## src/rtl/shift_seq8_pkg.sv

```systemverilog
// Shared constants for the multi-cycle shift sequencer: operation codes and FSM state encodings.
package shift_seq8_pkg;

  localparam logic [1:0] OP_LSL = 2'b00;
  localparam logic [1:0] OP_LSR = 2'b01;
  localparam logic [1:0] OP_ASR = 2'b10;
  localparam logic [1:0] OP_ROR = 2'b11;

  localparam logic [1:0] S_IDLE  = 2'b00;
  localparam logic [1:0] S_SHIFT = 2'b01;
  localparam logic [1:0] S_DONE  = 2'b10;

endpackage

```

## src/rtl/shifter8.sv

```systemverilog
// Combinational 8-bit step shifter: shifts or rotates by 0..3 positions in one of four modes.
module shifter8
  import shift_seq8_pkg::*;
(
  input  logic [7:0] d_in_i,
  input  logic [1:0] op_i,
  input  logic [1:0] shamt_i,
  output logic [7:0] d_out_o
);

  logic [7:0] lsl_col [4];
  logic [7:0] lsr_col [4];
  logic [7:0] asr_col [4];
  logic [7:0] ror_col [4];

  always_comb begin
    lsl_col[0] = d_in_i;
    lsl_col[1] = {d_in_i[6:0], 1'b0};
    lsl_col[2] = {d_in_i[5:0], 2'b00};
    lsl_col[3] = {d_in_i[4:0], 3'b000};

    lsr_col[0] = d_in_i;
    lsr_col[1] = {1'b0, d_in_i[7:1]};
    lsr_col[2] = {2'b00, d_in_i[7:2]};
    lsr_col[3] = {3'b000, d_in_i[7:3]};

    asr_col[0] = d_in_i;
    asr_col[1] = {d_in_i[7], d_in_i[7:1]};
    asr_col[2] = {{2{d_in_i[7]}}, d_in_i[7:2]};
    asr_col[3] = {{3{d_in_i[7]}}, d_in_i[7:3]};

    ror_col[0] = d_in_i;
    ror_col[1] = {d_in_i[0], d_in_i[7:1]};
    ror_col[2] = {d_in_i[1:0], d_in_i[7:2]};
    ror_col[3] = {d_in_i[2:0], d_in_i[7:3]};
  end

  always_comb begin
    d_out_o = d_in_i;
    unique case (op_i)
      OP_LSL:  d_out_o = lsl_col[shamt_i];
      OP_LSR:  d_out_o = lsr_col[shamt_i];
      OP_ASR:  d_out_o = asr_col[shamt_i];
      OP_ROR:  d_out_o = ror_col[shamt_i];
      default: d_out_o = d_in_i;
    endcase
  end

endmodule

```

## src/rtl/shift_seq8.sv

```systemverilog
// Multi-cycle shift sequencer: feeds the working register through a 0..3 step shifter until the
// full shift amount is consumed, with a start/busy/done handshake.
module shift_seq8
  import shift_seq8_pkg::*;
#(
  parameter int unsigned SH_W = 3
) (
  input  logic            clk_i,
  input  logic            rst_ni,
  input  logic            start_i,
  input  logic [1:0]      op_i,
  input  logic [SH_W-1:0] shamt_i,
  input  logic [7:0]      d_in_i,
  output logic [7:0]      d_out_o,
  output logic            busy_o,
  output logic            done_o
);

  logic [1:0]      state_q, state_d;
  logic [SH_W-1:0] rem_q, rem_d;
  logic [1:0]      op_q, op_d;
  logic [7:0]      data_q, data_d;
  logic            busy_q, busy_d;
  logic            done_q, done_d;

  logic [1:0]      step;
  logic [SH_W-1:0] rem_after;
  logic [7:0]      step_result;

  // Largest step the shifter supports is 3; the tail step takes whatever remains.
  assign step      = (rem_q >= SH_W'(3)) ? 2'd3 : rem_q[1:0];
  assign rem_after = rem_q - SH_W'(step);

  shifter8 u_shifter8 (
    .d_in_i  (data_q),
    .op_i    (op_q),
    .shamt_i (step),
    .d_out_o (step_result)
  );

  always_ff @(posedge clk_i or negedge rst_ni) begin
    if (!rst_ni) begin
      state_q <= S_IDLE;
      rem_q   <= '0;
      op_q    <= OP_LSL;
      data_q  <= 8'h00;
      busy_q  <= 1'b0;
      done_q  <= 1'b0;
    end else begin
      state_q <= state_d;
      rem_q   <= rem_d;
      op_q    <= op_d;
      data_q  <= data_d;
      busy_q  <= busy_d;
      done_q  <= done_d;
    end
  end

  always_comb begin
    state_d = state_q;
    rem_d   = rem_q;
    op_d    = op_q;
    data_d  = data_q;
    case (state_q)
      S_IDLE: begin
        if (start_i) begin
          state_d = S_SHIFT;
          rem_d   = shamt_i;
          op_d    = op_i;
          data_d  = d_in_i;
        end
      end
      S_SHIFT: begin
        data_d = step_result;
        rem_d  = rem_after;
        if (rem_after == '0) begin
          state_d = S_DONE;
        end
      end
      S_DONE: begin
        state_d = S_IDLE;
      end
      default: begin
        state_d = S_IDLE;
      end
    endcase
  end

  // Flags are registered from the next state so they line up with the state they describe.
  always_comb begin
    busy_d = (state_d != S_IDLE);
    done_d = (state_d == S_DONE);
  end

  assign d_out_o = data_q;
  assign busy_o  = busy_q;
  assign done_o  = done_q;

endmodule

```

## config.mk

```make
export PLATFORM = sky130hd
export DESIGN_NAME = shift_seq8
export DESIGN_NICKNAME = d
export VERILOG_FILES = /design/src/rtl/shift_seq8_pkg.sv /design/src/rtl/shifter8.sv /design/src/rtl/shift_seq8.sv
export SDC_FILE = /design/constraint.sdc
export NUM_CORES = 1
export LEC_CHECK = 0
export CAP_MARGIN = 20
export CORE_UTILIZATION = 55
export CTS_CLUSTER_DIAMETER = 60
export DETAILED_ROUTE_END_ITERATION = 8
export HOLD_SLACK_MARGIN = 0.02
export PLACE_DENSITY = 0.83
export SLEW_MARGIN = 20
export SYNTH_ARGS = -nofsm -noshare
export SYNTH_HDL_FRONTEND = slang
export SYNTH_SLANG_ARGS = --single-unit
```

## constraint.sdc

```tcl
create_clock -name clk_i -period 2.7 [get_ports clk_i]
set_input_delay 0.405 -clock clk_i [delete_from_list [all_inputs] [get_ports clk_i]]
set_output_delay 0.405 -clock clk_i [all_outputs]
set_load 0.05 [all_outputs]
```

Word-level counts from Yosys, hierarchy flattened:

Index checks and enable logic that the tools add are counted.

* output and inout port bits: 10
* bits in registers: 17
* word-level logic and storage cells: 44
* input bits: 16

* equal/unequal tests: 6
* bitwise gates (word level): 1
* mux-type cells: 21
* $add $sub $neg: 1
* magnitude comparators: 2
* reductions and logical operators: 7

Operator list (count)
* 8-bit two-way mux: 9
* 8-bit binary-select mux with 2-bit select: 4
* 8-bit case mux with 4 select lines: 1
* 8-bit case mux with 2 select lines: 1
* 2-bit == test, second input constant: 3
* 2-bit two-way mux: 3
* 3-bit case mux with 2 select lines: 1
* 2-bit by 1-bit == test with 1-bit output, second input constant: 2
* 2-bit zero test: 2
* 2-bit case mux with 2 select lines: 1
* 2-bit AND reduction: 2
* 2-bit nonzero test: 2
* 3-bit by 2-bit greater-or-equal comparator with 1-bit output, second input constant: 1
* 3-bit greater-or-equal comparator, second input constant: 1
* 3-bit zero test: 1
* 3-bit two-way mux: 1
* 2-bit NOT with 3-bit output: 1
* 3-bit by 2-bit subtractor with 3-bit output: 1
* 2-bit inequality test, second input constant: 1

Logic depth before layout (Yosys ltp):

* depth after elaboration: 8
* depth in mapped cells: 8
* mapped depth without buffers: 7

Cells and area by module:

From an unflattened synthesis, not the netlist that was laid out.

* cell total of the unflattened synthesis: 153
* area total of the unflattened synthesis: 1370.1 um^2

Modules (own cells, without submodules)
* shift_seq8: sequential area each 425.4 um^2, cells an instance 84, instances 1, area an instance 850.8 um^2
* shifter8: sequential area each 0.0 um^2, cells an instance 69, instances 1, area an instance 519.2 um^2

Worst setup path before layout:

OpenSTA, ideal clock, no wires.

* kind: flip-flop to flip-flop
* start: reg data_q[4] (netlist: d_out_o[4])
* end: reg data_q[5] (netlist: d_out_o[5])
* setup slack: 0.984 ns
* arrival: 1.582 ns
* library setup time: 0.134 ns
* buffers on the path: 1
* stages on the path, launching flop included: 5
* clock period less this slack: 1.716 ns
* data required time: 2.566 ns
* cells stage by stage: dfrtp_1 > clkbuf_1 > mux4_2 > a222oi_1 > o21ai_1

* cells in the longest elaborated chain, start to end: 5

RTL lines
* from (decl): RTL line shift_seq8.sv:22 `logic [7:0] data_q, data_d;`
* from (signal assigned): RTL line shift_seq8.sv:53 `data_q <= data_d;`
* 8-bit binary-select mux with 2-bit select: RTL line shifter8.sv:41 `OP_LSL: d_out_o = lsl_col[shamt_i];`
* 8-bit two-way mux (implied by the code) (2 in a row): RTL line shifter8.sv:41
* 8-bit case mux with 4 select lines: RTL line shifter8.sv:40 `unique case (op_i)`
* 8-bit case mux with 2 select lines: RTL line shift_seq8.sv:64 `case (state_q)`

No other way between the ends. The select of a mux whose other input is x is not followed.
A chain may end at the register's enable or synchronous reset.

Final worst setup path:

* start: reg data_q[4] (netlist: d_out_o[4])
* end: out d_out_o[4]

RTL lines
* to (decl): RTL line shift_seq8.sv:14 `output logic [7:0] d_out_o,`

No word-level cell between the ends.

==> impl_results.md <==
- Vias per cell: about 6.8
- Worst setup SP type: register
- CP bufs+invs: 1
- Share of cells above drive strength 1: between 10% and 20%
- Mapped Avg Cell Area: 8.38 sq um
- Setup violators final: 0
- Async S/R FF share, synth: 100%
- Crit-path max cell delay: just under 900 ps
- Share of the synthesized area in the top cell type: 30.2%
- N_diodes: 0
- PwrDens: around 1500 nW/um^2
- Syn Inst Count: between 150 and 200
- Synth area leader: dfrtp_1
- Reg-to-reg critical path endpoint: d_out_o[5]$_DFFE_PN0P_
- Drt wl/cell: roughly 19 microns
- Gr ovfl total: 0
- R2R setup slack: just under 700 ps
- Slew @ Worst Pin: approximately 840 ps
- Worst path required time: about 2300 ps
- Primary FF master, synth: dfrtp_1
- Seq cells post-synth: 17
- Detail Placement HPWL: around 2800 microns
- Row count: 17
- FMAX: roughly 0.46 GHz
- Htree depth: 1
- CP Class: register to output port
- Initial DRT Pass Iterations: 5
- GP Congestion: 0.953
- CP cell instances: clkdlybuf4s50_1
- Count of pins over their slew limit: 0
- Chip Height: about 53 microns
- Largest net degree at the start of global routing: 21
- Worst min-delay path class: input pin to async pin
- Core outline area: ~2300 sq um
- Die ar.: 2770 sq um
- CTS max path bufs: 2
- Worst EP arrival: roughly 1800 ps
- Crit-path slowest cell: clkdlybuf4s50_1
- Unique masters post-synth: 43
- Routed vias: around 1400
- Clk sinks: 17
- Post-synth EDFFs: 0
- Final hold viol count: 0
- Peak supply drop: ~980 uV
- Clock Skews: ~4.0 ps
- Port-buffer cells: 25
- Worst hold slack: 572 ps
- Outcome: completed
- Synthesized cell area: between 1000 and 1500 sq um
- CP delay by family, top: buffers and inverters
- Net Count, Synth: 185
- Initial core utilization: 60.7%
- Crit path max fanout: 11
- Area Growth Syn to Fin: 19.9%
- Worst path depth: 1
- Worst skew pair latency: approximately 300 ps
- First-pass GRT wire length: between 6000 and 7000 microns
- DR DRC count: 0
- Worst-path clk slew: ~110 ps
- Initial DRC count: a little over 100
- Post-CTS Resized: 0
- Total power: 2.54 mW
- Reg2reg start: rem_q[2]$_DFFE_PN0P_
- Min cycle time layout: around 2200 ps
- Register-to-Register Path Depth: 4
- ANT nets after route: 0
- TritonCTS clock tree: done
- I/O pin cnt: 26
- Seq/Total Area, Yosys: between 30 and 40%
- CTS Hold Bufs: 0
- CP endpoint kind: output port
- RSZ-0062 raised after global routing: false
- Root Driver: clkbuf_4
- Lkg Pwr: between 0.6 and 0.7 nW
- Top cells by area, synth: dfrtp_1 (30%), mux4_2 (8.0%), a21oi_1 (6.4%), mux2i_1 (4.3%), o21ai_0 (3.6%)
- Number of global-route vias before repair: roughly 1200
- Antenna violations before repair: 0
- TritonCTS Buffers: 3
- Max Cap Violations: 0
- NumNets Final: about 200
- Width of the die: between 50 and 60 microns
- TNS Setup: 0 ps
- GRT Util Overall: around a third
- Post-Route WL: 4040 microns
- Synth warnings: 0
- Setup Fix Bufs, Post-CTS: 0
- Worst slew margin: roughly 44%
- Final Cycle Share: between 80% and 90%
[how the worst max path moves through the flow]
stage	end	startpoint	slack, ps
after global routing	d_out_o[4]	d_out_o[4]$_DFFE_PN0P_	480
after detailed placement	d_out_o[7]$_DFFE_PN0P_	start_i	610
after CTS	d_out_o[4]	d_out_o[4]$_DFFE_PN0P_	540
after global placement	d_out_o[5]$_DFFE_PN0P_	rem_q[2]$_DFFE_PN0P_	740
after floorplan	d_out_o[5]$_DFFE_PN0P_	d_out_o[4]$_DFFE_PN0P_	980
final	d_out_o[4]	d_out_o[4]$_DFFE_PN0P_	530
[cells in the mapped netlist, drive strengths merged (2+ instances only)]
library cell and instances:
o21bai 3, nor2 13, inv 8, mux2i 6, o21ai 11, nor3 4
buf 5, a31oi 5, a21oi 18, nand2 8, clkbuf 11, nand2b 5
nor2b 2, o22ai 8, nor3b 4, nand3 6, nand3b 5, or2 3
o211ai 3, dfrtp 17, mux2 2, mux4 5
[flip-flops by register name, indices dropped and copies added, names as in the netlist]
signal,cells
state_q,2
op_q,2
done_o,1
rem_q,3
busy_o,1
d_out_o,8
[layout by cell type, fill, tap and decap left out, types with 2 or more instances in the layout]
cell	count
o211ai_1	3
o21bai_1	3
o21ai_0	10
mux4_2	5
nor3_1	4
mux2_2	2
o22ai_1	8
dfrtp_1	17
or2_1	2
inv_1	8
nor2_1	11
clkdlybuf4s50_1	25
a31oi_1	5
nor2_2	2
nor3b_1	4
nand3b_1	5
mux2i_1	6
a21oi_1	18
clkbuf_4	3
nand2b_1	5
nor2b_1	2
buf_4	5
nand2_1	8
nand3_1	6
[cell type report]
| class | count | area [sq um] |
|---|---|---|
| multi-input cells | 127 | 882 |
| fillers | 170 | 631 |
| flip-flops and latches | 17 | 425 |
| repair buffers | 30 | 288 |
| well taps | 28 | 35.0 |
| inverters | 8 | 30.0 |
| clock buffers | 3 | 22.5 |
| clock inverters | 1 | 5.00 |
[through the flow]
step | setup WS [ps] | instances | area (sq um) | util, %
2_1_floorplan | 984 | 168 | 1410 | -
3_3_place_gp | 741 | 210 | 1660 | 71.6
3_5_place_dp | 609 | 210 | 1660 | 71.6
4_1_cts | 540 | 214 | 1690 | 72.8
5_1_grt | 481 | 214 | 1690 | 72.8
6_report | 531 | 214 | 1690 | 72.8
[logic make-up after synthesis]
group / Yosys count / synth area share (%)
compound gates: 59 / 26.7
simple gates: 54 / 21.2
buf+inv: 24 / 7.11
flops: 17 / 30.2
mux: 13 / 13.9
fa+ha+maj: 1 / 0.889
[report_power, final]
part | internal, mW | leakage [nW] | total [mW] | switching (mW)
logic | 0.738 | 0.417 | 1.69 | 0.949
registers | 0.378 | 0.203 | 0.705 | 0.327
clock network | 0.0553 | 0.0177 | 0.147 | 0.0913
total | 1.17 | 0.638 | 2.54 | 1.37
[per-layer routing]
layer	share of wire [%]	global-route usage (%)	routed length, microns
met5	0	0	0
met4	2.4	11.8	97
met3	13	3.19	538
met2	44	48.1	1760
met1	41	47.5	1650
Note: power is estimated with default switching activity, not from simulation.
